**src/rtl/axi_node_aw_pkg.sv**
```systemverilog
`default_nettype none
// ============================================================================
// Module   : axi_node_aw_pkg
// Purpose  : Shared AW-channel constants, awctrl field offsets and the
//            allocator state type for the AXI node.
// Revision : 1.0 - initial release
// ============================================================================
package axi_node_aw_pkg;

    // Width of the packed {len,size,burst,lock,cache,prot,region,qos} bundle
    localparam int AW_CTRL_W     = 29;

    // Bit offsets of each awctrl field (qos sits at the LSB end)
    localparam int AW_QOS_OFF    = 0;
    localparam int AW_REGION_OFF = 4;
    localparam int AW_PROT_OFF   = 8;
    localparam int AW_CACHE_OFF  = 11;
    localparam int AW_LOCK_OFF   = 15;
    localparam int AW_BURST_OFF  = 16;
    localparam int AW_SIZE_OFF   = 18;
    localparam int AW_LEN_OFF    = 21;

    typedef enum logic [0:0] {
        ARB  = 1'b0,
        LOCK = 1'b1
    } aw_state_e;

endpackage
`default_nettype wire

```
**src/rtl/axi_multiplexer.sv**
```systemverilog
`default_nettype none
// ============================================================================
// Module   : axi_multiplexer
// Purpose  : Generic N-input binary-select data multiplexer. Out-of-range
//            selects yield zero.
// Revision : 1.0 - initial release
// ============================================================================
module axi_multiplexer #(
    parameter int DATA_WIDTH = 32,
    parameter int N_IN       = 2,
    parameter int SEL_WIDTH  = 1
) (
    input  logic [N_IN-1:0][DATA_WIDTH-1:0] in_data,
    input  logic [SEL_WIDTH-1:0]            sel,
    output logic [DATA_WIDTH-1:0]           out_data
);

    // Select the addressed input; unmatched selects leave the default zero
    always_comb begin
        out_data = '0;
        for (int i = 0; i < N_IN; i++) begin
            if (sel == SEL_WIDTH'(i)) out_data = in_data[i];
        end
    end

endmodule
`default_nettype wire

```
**src/rtl/axi_rr_arbiter_tree.sv**
```systemverilog
`default_nettype none
// ============================================================================
// Module   : axi_rr_arbiter_tree
// Purpose  : Combinational round-robin pick: the first requester at or after
//            rr_ptr_i wins, wrapping modulo N_REQ. Shared by AW/AR allocators.
// Revision : 1.0 - initial release
// ============================================================================
module axi_rr_arbiter_tree #(
    parameter int N_REQ = 7,
    parameter int LOG_N = (N_REQ == 1) ? 1 : $clog2(N_REQ)
) (
    input  logic [N_REQ-1:0] req_i,
    input  logic [LOG_N-1:0] rr_ptr_i,
    output logic             gnt_valid_o,
    output logic [N_REQ-1:0] gnt_oh_o,
    output logic [LOG_N-1:0] gnt_bin_o
);

    int               w_sum;
    logic [LOG_N-1:0] w_idx;

    // Scan requesters starting at the pointer; keep only the first hit
    always_comb begin
        gnt_valid_o = 1'b0;
        gnt_oh_o    = '0;
        gnt_bin_o   = '0;
        w_sum       = 0;
        w_idx       = '0;
        for (int i = 0; i < N_REQ; i++) begin
            w_sum = int'(rr_ptr_i) + i;
            if (w_sum >= N_REQ) w_sum = w_sum - N_REQ;
            w_idx = LOG_N'(w_sum);
            if (!gnt_valid_o && req_i[w_idx]) begin
                gnt_valid_o     = 1'b1;
                gnt_bin_o       = w_idx;
                gnt_oh_o[w_idx] = 1'b1;
            end
        end
    end

endmodule
`default_nettype wire

```
**src/rtl/axi_aw_rr_allocator.sv**
```systemverilog
`default_nettype none
// ============================================================================
// Module   : axi_aw_rr_allocator
// Purpose  : Round-robin AW allocator for one initiator port. Muxes the
//            winning target port onto the slave AW channel, extends AWID with
//            the winner index and pushes {BIN,OH} into the W-allocator ID FIFO.
//            Optional macro AXI_AW_OUT_REG_EN inserts a one-entry output slice.
// Revision : 1.0 - initial release
// ============================================================================
module axi_aw_rr_allocator
    import axi_node_aw_pkg::*;
#(
    parameter int AXI_ADDRESS_W = 32,
    parameter int AXI_USER_W    = 6,
    parameter int AXI_ID_IN     = 4,
    parameter int N_TARG_PORT   = 7,
    parameter int LOG_N_TARG    = (N_TARG_PORT == 1) ? 1 : $clog2(N_TARG_PORT),
    parameter int AXI_ID_OUT    = AXI_ID_IN + LOG_N_TARG
) (
    input  logic                                      clk,
    input  logic                                      rst_n,
    input  logic [N_TARG_PORT-1:0][AXI_ID_IN-1:0]     awid_i,
    input  logic [N_TARG_PORT-1:0][AXI_ADDRESS_W-1:0] awaddr_i,
    input  logic [N_TARG_PORT-1:0][AW_CTRL_W-1:0]     awctrl_i,
    input  logic [N_TARG_PORT-1:0][AXI_USER_W-1:0]    awuser_i,
    input  logic [N_TARG_PORT-1:0]                    awvalid_i,
    output logic [N_TARG_PORT-1:0]                    awready_o,
    output logic [AXI_ID_OUT-1:0]                     awid_o,
    output logic [AXI_ADDRESS_W-1:0]                  awaddr_o,
    output logic [AW_CTRL_W-1:0]                      awctrl_o,
    output logic [AXI_USER_W-1:0]                     awuser_o,
    output logic                                      awvalid_o,
    input  logic                                      awready_i,
    output logic                                      push_ID_o,
    output logic [LOG_N_TARG+N_TARG_PORT-1:0]         ID_o,
    input  logic                                      grant_FIFO_ID_i
);

    localparam int                  c_pay_w    = AXI_ID_IN + AXI_ADDRESS_W + AW_CTRL_W + AXI_USER_W;
    localparam logic [LOG_N_TARG-1:0] c_last_idx = LOG_N_TARG'(N_TARG_PORT - 1);

    aw_state_e                              r_state, w_state_nxt;
    logic [LOG_N_TARG-1:0]                  r_ptr, r_lock_bin;
    logic                                   w_arb_valid;
    logic [N_TARG_PORT-1:0]                 w_arb_oh;
    logic [LOG_N_TARG-1:0]                  w_arb_bin, w_sel_bin, w_out_bin;
    logic [N_TARG_PORT-1:0]                 w_sel_oh;
    logic                                   w_req_valid, w_dn_ready, w_load, w_out_valid;
    logic [N_TARG_PORT-1:0][c_pay_w-1:0]    w_pay_in;
    logic [c_pay_w-1:0]                     w_pay_sel, w_pay_out;

    for (genvar p = 0; p < N_TARG_PORT; p++) begin : g_pay_pack
        assign w_pay_in[p] = {awid_i[p], awaddr_i[p], awctrl_i[p], awuser_i[p]};
    end

    axi_rr_arbiter_tree #(
        .N_REQ (N_TARG_PORT),
        .LOG_N (LOG_N_TARG)
    ) u_arb (
        .req_i       (awvalid_i),
        .rr_ptr_i    (r_ptr),
        .gnt_valid_o (w_arb_valid),
        .gnt_oh_o    (w_arb_oh),
        .gnt_bin_o   (w_arb_bin)
    );

    // While locked the latched winner steers everything, else the live arbiter
    assign w_sel_bin = (r_state == LOCK) ? r_lock_bin : w_arb_bin;

    axi_multiplexer #(
        .DATA_WIDTH (c_pay_w),
        .N_IN       (N_TARG_PORT),
        .SEL_WIDTH  (LOG_N_TARG)
    ) u_pay_mux (
        .in_data  (w_pay_in),
        .sel      (w_sel_bin),
        .out_data (w_pay_sel)
    );

    // One-hot form of the selected port
    always_comb begin
        w_sel_oh = '0;
        for (int i = 0; i < N_TARG_PORT; i++) begin
            if (w_sel_bin == LOG_N_TARG'(i)) w_sel_oh[i] = 1'b1;
        end
    end

    // Request toward the downstream stage; held low throughout reset. A full
    // ID FIFO only blocks new arbitration since nobody else pushes during LOCK.
    assign w_req_valid = rst_n & ((r_state == LOCK) ? awvalid_i[r_lock_bin]
                                                    : (w_arb_valid & grant_FIFO_ID_i));
    assign w_load      = w_req_valid & w_dn_ready;

`ifdef AXI_AW_OUT_REG_EN
    logic                  r_slice_valid;
    logic [c_pay_w-1:0]    r_slice_pay;
    logic [LOG_N_TARG-1:0] r_slice_bin;

    assign w_dn_ready = ~r_slice_valid | awready_i;

    // Output slice: load on arbiter handshake, drain on slave handshake
    always_ff @(posedge clk or negedge rst_n) begin
        if (!rst_n) begin
            r_slice_valid <= 1'b0;
            r_slice_pay   <= '0;
            r_slice_bin   <= '0;
        end else if (w_load) begin
            r_slice_valid <= 1'b1;
            r_slice_pay   <= w_pay_sel;
            r_slice_bin   <= w_sel_bin;
        end else if (awready_i) begin
            r_slice_valid <= 1'b0;
        end
    end

    assign w_out_valid = r_slice_valid;
    assign w_pay_out   = r_slice_pay;
    assign w_out_bin   = r_slice_bin;
`else
    assign w_dn_ready  = awready_i;
    assign w_out_valid = w_req_valid;
    assign w_pay_out   = rst_n ? w_pay_sel : '0;
    assign w_out_bin   = rst_n ? w_sel_bin : '0;
`endif

    // State, lock index and round-robin pointer registers
    always_ff @(posedge clk or negedge rst_n) begin
        if (!rst_n) begin
            r_state    <= ARB;
            r_ptr      <= '0;
            r_lock_bin <= '0;
        end else begin
            r_state <= w_state_nxt;
            if (r_state == ARB && w_state_nxt == LOCK) r_lock_bin <= w_arb_bin;
            if (w_load) r_ptr <= (w_sel_bin == c_last_idx) ? '0 : w_sel_bin + LOG_N_TARG'(1);
        end
    end

    // Next state: a stalled request freezes the winner until accepted
    always_comb begin
        w_state_nxt = r_state;
        case (r_state)
            ARB:     if (w_req_valid && !w_dn_ready) w_state_nxt = LOCK;
            LOCK:    if (w_dn_ready) w_state_nxt = ARB;
            default: w_state_nxt = ARB;
        endcase
    end

    // Outputs: port accept, ID FIFO push and slave-side AW channel
    always_comb begin
        awready_o = w_load ? w_sel_oh : '0;
        push_ID_o = w_load;
        ID_o      = rst_n ? {w_sel_bin, w_sel_oh} : '0;
        awvalid_o = w_out_valid;
        awid_o    = {w_out_bin, w_pay_out[c_pay_w-1 -: AXI_ID_IN]};
        awaddr_o  = w_pay_out[AW_CTRL_W+AXI_USER_W +: AXI_ADDRESS_W];
        awctrl_o  = w_pay_out[AXI_USER_W +: AW_CTRL_W];
        awuser_o  = w_pay_out[AXI_USER_W-1:0];
    end

endmodule
`default_nettype wire

```
**config.mk**
```make
export PLATFORM = sky130hd
export DESIGN_NAME = axi_aw_rr_allocator
export DESIGN_NICKNAME = d
export VERILOG_FILES = /design/src/rtl/axi_node_aw_pkg.sv /design/src/rtl/axi_multiplexer.sv /design/src/rtl/axi_rr_arbiter_tree.sv /design/src/rtl/axi_aw_rr_allocator.sv
export SDC_FILE = /design/constraint.sdc
export NUM_CORES = 1
export LEC_CHECK = 0
export CAP_MARGIN = 20
export CELL_PAD_IN_SITES_DETAIL_PLACEMENT = 0
export CELL_PAD_IN_SITES_GLOBAL_PLACEMENT = 2
export CORE_AREA = 2 2 237 239
export DETAILED_ROUTE_END_ITERATION = 8
export DIE_AREA = 0 0 239 241
export GPL_TIMING_DRIVEN = 0
export PLACE_DENSITY = 0.83
export SYNTH_ARGS = -nofsm -noshare
export SYNTH_HDL_FRONTEND = slang
export SYNTH_HIERARCHICAL = 1
export SYNTH_SLANG_ARGS = --single-unit
```
**constraint.sdc**
```tcl
create_clock -name clk -period 16.2 [get_ports clk]
set_clock_uncertainty 0.15 [all_clocks]
set_input_delay 3.24 -clock clk [delete_from_list [all_inputs] [get_ports clk]]
set_output_delay 3.24 -clock clk [all_outputs]
set_load 0.02 [all_outputs]
```
# After elaboration in Yosys (flattened, before gate mapping)

Index checks and enable logic that the tools add are counted.

Output and inout port bits: 93
Word-level logic and storage cells: 119
Memory bits (writable): 0
Bits in read-only memories: 0
Memories kept: 0
Latch bits: 0
Bits of input ports: 508
Register bits: 7

$mul: 0
Shifts and indexed selects: 0
Bitwise logic cells: 4
Div/mod/pow operators: 0
Order comparisons: 15
Reduce and logical (&&, ||, !) cells: 16
Equality and inequality tests: 6
Muxes and demuxes: 61
$add $sub $neg: 14

Operators by type and width:

| kind                                                        | number |
|---|---|
| 2-to-1 mux 71 bit                                           | 8 |
| 2-to-1 mux 3 bit                                            | 17 |
| less-than comparator 3 x 4 -> 1 bit (second input constant) | 8 |
| 2-to-1 mux 1 bit                                            | 25 |
| binary-select mux 1 bit (select 3 bit)                      | 8 |
| >= comparator 4 x 3 -> 1 bit (second input constant)        | 6 |
| subtractor 3 x 1 -> 3 bit (second input constant)           | 6 |
| adder 3 x 3 -> 4 bit (second input constant)                | 3 |
| 2-to-1 mux 10 bit                                           | 1 |
| equality test 3 bit (second input constant)                 | 3 |
| adder 3 x 2 -> 4 bit (second input constant)                | 2 |
| logical AND 1 bit                                           | 8 |
| zero test 1 bit                                             | 7 |
| 2-to-1 mux 7 bit                                            | 1 |
| equality test 3 x 2 -> 1 bit (second input constant)        | 2 |
| adder 3 x 1 -> 4 bit (second input constant)                | 1 |
| adder 3 x 1 -> 3 bit (second input constant)                | 1 |
| bitwise AND 1 bit                                           | 3 |
| equality test 3 x 1 -> 1 bit (second input constant)        | 1 |
| >= comparator 3 bit (second input constant)                 | 1 |
| zero test 3 bit                                             | 1 |
| subtractor 3 bit (second input constant)                    | 1 |
| one-hot mux 1 bit (2 select lines)                          | 1 |
| inverter 1 bit                                              | 1 |

# Depth between registers and ports, before layout

Gate-level depths: netlist (run 1).

Word-level depth: 33
Gate-level depth with buffers: 25
Gate-level depth less buffers: 20

# Cells and area by module

The synthesis (run 1) kept the hierarchy.

By module, submodules not included:

| module              | cells each | instances | seq. area each (um^2) | area an instance (um^2) |
|---|---|---|---|---|
| axi_multiplexer     | 664        | 1         | 0.0                   | 5426.5 |
| axi_rr_arbiter_tree | 286        | 1         | 0.0                   | 2069.5 |
| axi_aw_rr_allocator | 157        | 1         | 175.2                 | 1108.6 |

# Worst setup path before layout (run 1)

No wires, ideal clock.

Kind: input-to-output
Start point: input awvalid_i[4]
End point: output awid_o[3]
Arrival time: 6.733 ns
Data required time: 12.810 ns
Setup slack: 6.077 ns
Cell stages on the path: 18
Buffers on the path: 5
Cell sequence: clkbuf_1 > mux2_1 > and3_4 > o32ai_4 > nand4_4 > or4_4 > buf_6 > o211ai_1 > o22ai_1 > mux2i_1 > inv_1 > buf_4 > buf_2 > nand2_2 > clkbuf_1 > o32ai_1 > nor2_1 > and2_1

Word-level cells in the longest chain between the ends: 31
Elaborated cells between the ends (all ways): 55
Those cells by class: eq/ne (6); mux (36); reduce/logical (13)

Ends and longest elaborated chain:

| what                                   | line                       | RTL |
|---|---|---|
| from (decl)                            | axi_aw_rr_allocator.sv:26  | `input logic [N_TARG_PORT-1:0] awvalid_i,` |
| binary-select mux 1 bit (select 3 bit) | axi_rr_arbiter_tree.sv:33  | `if (!gnt_valid_o && req_i[w_idx]) begin` |
| 2-to-1 mux 1 bit (not written as such) | axi_rr_arbiter_tree.sv:33  |  |
| 2-to-1 mux 1 bit                       | axi_rr_arbiter_tree.sv:33  |  |
| zero test 1 bit                        | axi_rr_arbiter_tree.sv:33  |  |
| logical AND 1 bit                      | axi_rr_arbiter_tree.sv:33  |  |
| 2-to-1 mux 1 bit                       | axi_rr_arbiter_tree.sv:33  |  |
| zero test 1 bit                        | axi_rr_arbiter_tree.sv:33  |  |
| logical AND 1 bit                      | axi_rr_arbiter_tree.sv:33  |  |
| [13 not listed]                        | -                          |  |
| via w_arb_bin[0]                       | axi_aw_rr_allocator.sv:46  | `logic [LOG_N_TARG-1:0] w_arb_bin, w_sel_bin, w_out_bin;` |
| 2-to-1 mux 3 bit *                     | axi_aw_rr_allocator.sv:68  | `assign w_sel_bin = (r_state == LOCK) ? r_lock_bin : w_arb_bin;` |
| via w_sel_bin[0]                       | axi_aw_rr_allocator.sv:46  |  |
| zero test 3 bit                        | axi_multiplexer.sv:22      | `if (sel == SEL_WIDTH'(i)) out_data = in_data[i];` |
| 2-to-1 mux 71 bit (6 in a row)         | axi_multiplexer.sv:22      |  |
| 2-to-1 mux 71 bit *                    | axi_multiplexer.sv:22      |  |
| via w_pay_sel[70]                      | axi_aw_rr_allocator.sv:50  | `logic [c_pay_w-1:0] w_pay_sel, w_pay_out;` |
| 2-to-1 mux 71 bit *                    | axi_aw_rr_allocator.sv:122 | `assign w_pay_out = rst_n ? w_pay_sel : '0;` |
| to (decl)                              | axi_aw_rr_allocator.sv:28  | `output logic [AXI_ID_OUT-1:0] awid_o,` |

The timed path passes the listed nets; every way through them passes the cells marked *. The select of a mux whose other input is x is not followed.

# Worst setup path in the final report (run 1)

Start point: input awvalid_i[0]
End point: output awuser_o[1]

Word-level cells in the longest chain between the ends: 31
Elaborated cells between the ends (all ways): 55
Those cells by class: eq/ne (6); mux (36); reduce/logical (13)

Ends and longest elaborated chain:

| what                                   | line                       | RTL |
|---|---|---|
| binary-select mux 1 bit (select 3 bit) | axi_rr_arbiter_tree.sv:33  |  |
| 2-to-1 mux 1 bit (not written as such) | axi_rr_arbiter_tree.sv:33  |  |
| 2-to-1 mux 1 bit                       | axi_rr_arbiter_tree.sv:33  |  |
| zero test 1 bit                        | axi_rr_arbiter_tree.sv:33  |  |
| logical AND 1 bit                      | axi_rr_arbiter_tree.sv:33  |  |
| 2-to-1 mux 1 bit                       | axi_rr_arbiter_tree.sv:33  |  |
| zero test 1 bit                        | axi_rr_arbiter_tree.sv:33  |  |
| logical AND 1 bit                      | axi_rr_arbiter_tree.sv:33  |  |
| [13 not listed]                        | -                          |  |
| via w_arb_bin[1]                       | axi_aw_rr_allocator.sv:46  |  |
| 2-to-1 mux 3 bit *                     | axi_aw_rr_allocator.sv:68  |  |
| via w_sel_bin[1]                       | axi_aw_rr_allocator.sv:46  |  |
| zero test 3 bit                        | axi_multiplexer.sv:22      |  |
| 2-to-1 mux 71 bit (6 in a row)         | axi_multiplexer.sv:22      |  |
| 2-to-1 mux 71 bit *                    | axi_multiplexer.sv:22      |  |
| via w_pay_sel[1]                       | axi_aw_rr_allocator.sv:50  |  |
| 2-to-1 mux 71 bit *                    | axi_aw_rr_allocator.sv:122 |  |
| to (decl)                              | axi_aw_rr_allocator.sv:31  | `output logic [AXI_USER_W-1:0] awuser_o,` |

Marks and branches as above.

==> results of run 1 <==
sequential cells by signal, summed over array words and instances (netlist names):
signal      flops
r_lock_bin      3
r_ptr           3
r_state         1
critical path, cell delays in order:
cell	delay [ns]
clkdlybuf4s50_1	0.62
or4_1	0.63
a32oi_1	0.25
a221o_1	0.14
buf_2	0.19
nand2_2	0.08
or4_4	0.51
buf_6	0.14
o22ai_1	0.34
mux2i_1	0.25
inv_1	0.30
buf_4	0.34
buf_6	0.28
mux2i_1	0.62
o2bb2ai_1	0.17
a221oi_2	0.44
nor2_1	0.07
and2_1	0.20
clkdlybuf4s50_1	0.55
per-layer routing:
metal  wire length (µm)  share of wire
met3               4440          0.071
met1              25900           0.41
met4               1060          0.017
met5                 46        0.00073
met2              31300           0.50
layout make-up:
cell class | instances | area share
multi-input cells | 875 | 0.471
flip-flops and latches | 7 | 0.0116
well taps | 704 | 0.0582
repair buffers | 602 | 0.398
inverters | 24 | 0.00595
diodes | 8 | 0.00132
clock buffers | 4 | 0.00521
plain buffers | 130 | 0.0487
worst paths after layout:
check | startpoint | to | slack (ns) | depth (start not counted)
setup / recovery | awvalid_i[0] | awuser_o[1] | 3.43 | 19
hold / removal | r_lock_bin[2] | r_lock_bin[2] | 0.42 | 1
setup reg to reg | r_ptr[1] | r_ptr[2] | 10.94 | 20
hold reg to reg | r_lock_bin[2] | r_lock_bin[2] | 0.42 | 1
max in group asynchronous | rst_n | r_lock_bin[1] | 11.97 | 1
min in group asynchronous | rst_n | r_ptr[2] | 3.37 | 1
stage by stage:
stage          area (µm²)  worst slack, ns
3_5_place_dp        15000             3.25
5_1_grt             15100             3.08
6_report            15100             3.43
4_1_cts             15100             3.24
2_1_floorplan        8130             6.18
3_3_place_gp        15000             3.30
==> flow_summary.toml, run 1 <==
[clocking]
htree_levels = 1
clockBufferDepth = 2
cts_tree = "built"
numCtsBuffers = 3
clock_sinks = 7
clk_pin_slew_ns = 0.03
cts.repair.resized = 0
clk_latency_ns = 0.23
cts_setup_buffers = 0
cts-root-buf = "clkbuf_16"
hold_buffers = 0

[sta]
rsz0062_at_grt = "no"
drv_slew = 0
worst_hold_slack_ns = 0.419
fmax_mhz = 78.3
fin_crit_sh = 0.788
tns_ns = 0
fin_crit_ns = 12.77
setup_viol = 0
max_slew_margin = 0.305
tightest_slew_ns = 1.04
hold_viol = 0

[drt]
drt_pass1_iterations = 5
wl_per_cell_um = 26.6
ant_nets = 0
drtIter0Drc = 648
wl_um = 62700
drt_drc_violations_left = 0
vias = 11100
viasPerCell = 4.72

[grt]
busiest_layer = "met2"
antenna_found_initial = 18
grtUsageMet2 = 0.367
met3_usage = 0.0422
grt_start_max_net_pins = 15
grt_pass1_vias = 11600
grt_pass1_wl_um = 85100
grt_overflow = 0
grtUsageMet1 = 0.245
grtUsageTotal = 0.202

[finish]
syn_to_final_growth_pct = 86.2
drive_above_1_share = 0.150
seqCellArea_um2 = 175
finish.utilization = 0.276
multi_input_area_um2 = 7130
final_cell_mix = "clkdlybuf4s50_1 (600), nor2_1 (93), mux2i_1 (89)"
layout.cells.most_common = "clkdlybuf4s50_1"
num-nets-final = 2163
fin_cells = 2354
fillers = 5920

[floorplan]
dieHeight_um = 241
core_um2 = 54900
pin_count = 601
die-width_um = 239
core.rowCount = 86
start_util = 0.148
dieArea_um2 = 57600

[placed_design]
dp_cells = 2341
hpwl_um = 52500
io_buffers = 600
gp_congestion = 0.929

[outcome]
status = "finished clean"

[yosys]
syn_area_um2 = 8130
yosys_warnings = 6
syn_inst = 1036
synth_nets = 1556
synth_area_per_cell_um2 = 7.85

[worst_setup_path]
crit_type = "input port to primary output"
cp.arrival_ns = 9.38
endpoint_kind = "primary output"
critPathLaunchType = "input port"
worstPathRequired_ns = 12.81
cp_max_fo = 10

[flow_run]
max_cap_violations = 0

[worst_hold_path]
min_path_type = "flop to flop"
Power of run 1 is left out: the tool's default activity adds up to more than one toggle a clock period on the data nets, which glitch-free logic cannot reach.
==> run 2, diff against run 1 <==
--- a/config.mk
+++ b/config.mk
@@ -8,11 +8,11 @@
 export CAP_MARGIN = 20
 export CELL_PAD_IN_SITES_DETAIL_PLACEMENT = 0
 export CELL_PAD_IN_SITES_GLOBAL_PLACEMENT = 2
-export CORE_AREA = 2 2 237 239
+export CORE_AREA = 2 2 235 237
 export DETAILED_ROUTE_END_ITERATION = 8
-export DIE_AREA = 0 0 239 241
+export DIE_AREA = 0 0 237 239
 export GPL_TIMING_DRIVEN = 0
-export PLACE_DENSITY = 0.83
+export PLACE_DENSITY = 0.84
 export SYNTH_ARGS = -nofsm -noshare
 export SYNTH_HDL_FRONTEND = slang
 export SYNTH_HIERARCHICAL = 1
==> constraint.sdc (replaced) <==
create_clock -name clk -period 12.74 [get_ports clk]
set_clock_uncertainty 0.15 [all_clocks]
set_input_delay 2.548 -clock clk [delete_from_list [all_inputs] [get_ports clk]]
set_output_delay 2.548 -clock clk [all_outputs]
set_load 0.02 [all_outputs]
==> run 2 against run 1 <==
Critical path depth unchanged. Via count decreased by 0.36%. Cell area hardly changed. Setup slack got worse by 2.3 ns. First-iteration DRC count increased by 6.3%. Final cell count decreased by 0.21%. Die area down 1.7%. Sequential share of layout area about the same. Flip-flop and latch count stayed put. Wire length is 7.0% lower. Count of clock-buffer cells in the layout unchanged. Global-route usage decreased by 0.97 points. Critical endpoint is now awuser_o[0]. Highest routed layer unchanged.
==> flow_summary.toml, run 2 (same netlist as run 1, synthesis figures left out) <==
[worst_setup_path]
endpoint_kind = "primary output"
cp.arrival_ns = 8.93
reg2reg_from = "r_ptr[1]"
worstPathRequired_ns = 10.04
r2r_cells = 20
r2r_setup_slack_ns = 7.52
crit_type = "input port to primary output"
reg2reg_to = "r_ptr[2]"
crit_path_start = "awvalid_i[0]"
cp_max_fo = 10
critPathLaunchType = "input port"

[clocking]
numCtsBuffers = 3
cts.repair.resized = 0
clock_sinks = 7
hold_buffers = 0
htree_levels = 1
cts_setup_buffers = 0
clk_pin_slew_ns = 0.03
cts-root-buf = "clkbuf_16"
cts_tree = "built"
clk_latency_ns = 0.23
clockBufferDepth = 2

[sta]
fin_crit_sh = 0.913
hold_viol = 0
rsz0062_at_grt = "no"
drv_slew = 0
max_slew_margin = 0.375
tns_ns = 0
setup_viol = 0
fmax_mhz = 86.0
fin_crit_ns = 11.63
tightest_slew_ns = 0.912

[finish]
top_regs = "r_lock_bin: 3 flops, r_ptr: 3 flops, r_state: 1 flops"
multi_input_area_um2 = 7130
seqCellArea_um2 = 175
layout.cells.most_common = "clkdlybuf4s50_1"
num-nets-final = 2163
syn_to_final_growth_pct = 86.0
fillers = 5833
final_cell_mix = "clkdlybuf4s50_1 (600), nor2_1 (93), mux2i_1 (89)"
fin_cells = 2349
finish.utilization = 0.278
drive_above_1_share = 0.150

[grt]
grt_start_max_net_pins = 15
grt_pass1_wl_um = 80600
grtUsageTotal = 0.193
grt_overflow = 0
grt_pass1_vias = 11500
antenna_found_initial = 6

[floorplan]
start_util = 0.150
core.rowCount = 86
die-width_um = 237
pin_count = 601
dieArea_um2 = 56600
dieHeight_um = 239
core_um2 = 54300

[placed_design]
hpwl_um = 48300
io_buffers = 600
gp_congestion = 0.906
dp_cells = 2342

[outcome]
status = "finished clean"

[drt]
vias = 11100
viasPerCell = 4.71
drt_drc_violations_left = 0
wl_um = 58300
drtIter0Drc = 689
drt_pass1_iterations = 7
wl_per_cell_um = 24.8
ant_nets = 0

[worst_hold_path]
whs_path_depth = 1
min_path_type = "flop to flop"
worstHoldEndpoint = "r_lock_bin[2]"
min_from = "r_lock_bin[2]"

[flow_run]
max_cap_violations = 0
==> run 2: worst max path at each step <==
stage                     slack (ns)  depth (start not counted)          end
final                           1.11                         19  awuser_o[0]
after global routing            0.80                         19  awuser_o[0]
after CTS                       1.07                         19  awuser_o[0]
after detailed placement        1.08                         19  awuser_o[0]
after global placement          1.09                         19  awuser_o[1]
after floorplan                 4.10                         18    awid_o[3]
==> run 2: stage by stage <==
stage / instance area [µm²] / setup WS, ns / hold WS, ns
2_1_floorplan: 8130 / 4.10 / 0.356
3_3_place_gp: 15000 / 1.09 / 0.387
3_5_place_dp: 15000 / 1.08 / 0.390
4_1_cts: 15100 / 1.07 / 0.398
5_1_grt: 15100 / 0.796 / 0.416
6_report: 15100 / 1.11 / 0.400
==> run 2: per-layer routing <==
layer / part of all wire / track usage / wire length (µm)
met4: 0.024 / 0.0435 / 1380
met2: 0.48 / 0.339 / 28100
met1: 0.42 / 0.240 / 24400
met5: 0.00057 / 0 / 33
met3: 0.076 / 0.0411 / 4410
==> run 2: worst max-delay path, cell delays in order <==
cell and delay, ns:
clkdlybuf4s50_1 0.65, or4_1 0.61, a32oi_1 0.22, a221o_1 0.17
buf_2 0.19, nand2_2 0.07, or4_4 0.51, buf_6 0.14
o22ai_1 0.31, mux2i_1 0.25, inv_1 0.29, buf_4 0.37
buf_6 0.29, mux2i_1 0.80, o2bb2ai_1 0.19, a221oi_2 0.48
nor2_1 0.06, and2_1 0.18, clkdlybuf4s50_1 0.55
==> run 2: cell type report <==
type,instances,share of cell area
well taps,704,0.0582
plain buffers,130,0.0487
diodes,3,0.000496
multi-input cells,875,0.471
inverters,24,0.00595
repair buffers,602,0.398
clock buffers,4,0.00521
flip-flops and latches,7,0.0116
Power of run 2 is left out for the same reason.
==> run 3, diff against run 2 <==
--- a/config.mk
+++ b/config.mk
@@ -12,6 +12,7 @@
 export DETAILED_ROUTE_END_ITERATION = 8
 export DIE_AREA = 0 0 237 239
 export GPL_TIMING_DRIVEN = 0
+export HOLD_SLACK_MARGIN = 0.06
 export PLACE_DENSITY = 0.84
 export SYNTH_ARGS = -nofsm -noshare
 export SYNTH_HDL_FRONTEND = slang
==> results of run 3 <==
Final layout, timing and power as in run 2 (identical DEF).
Power of run 3 is left out for the same reason.
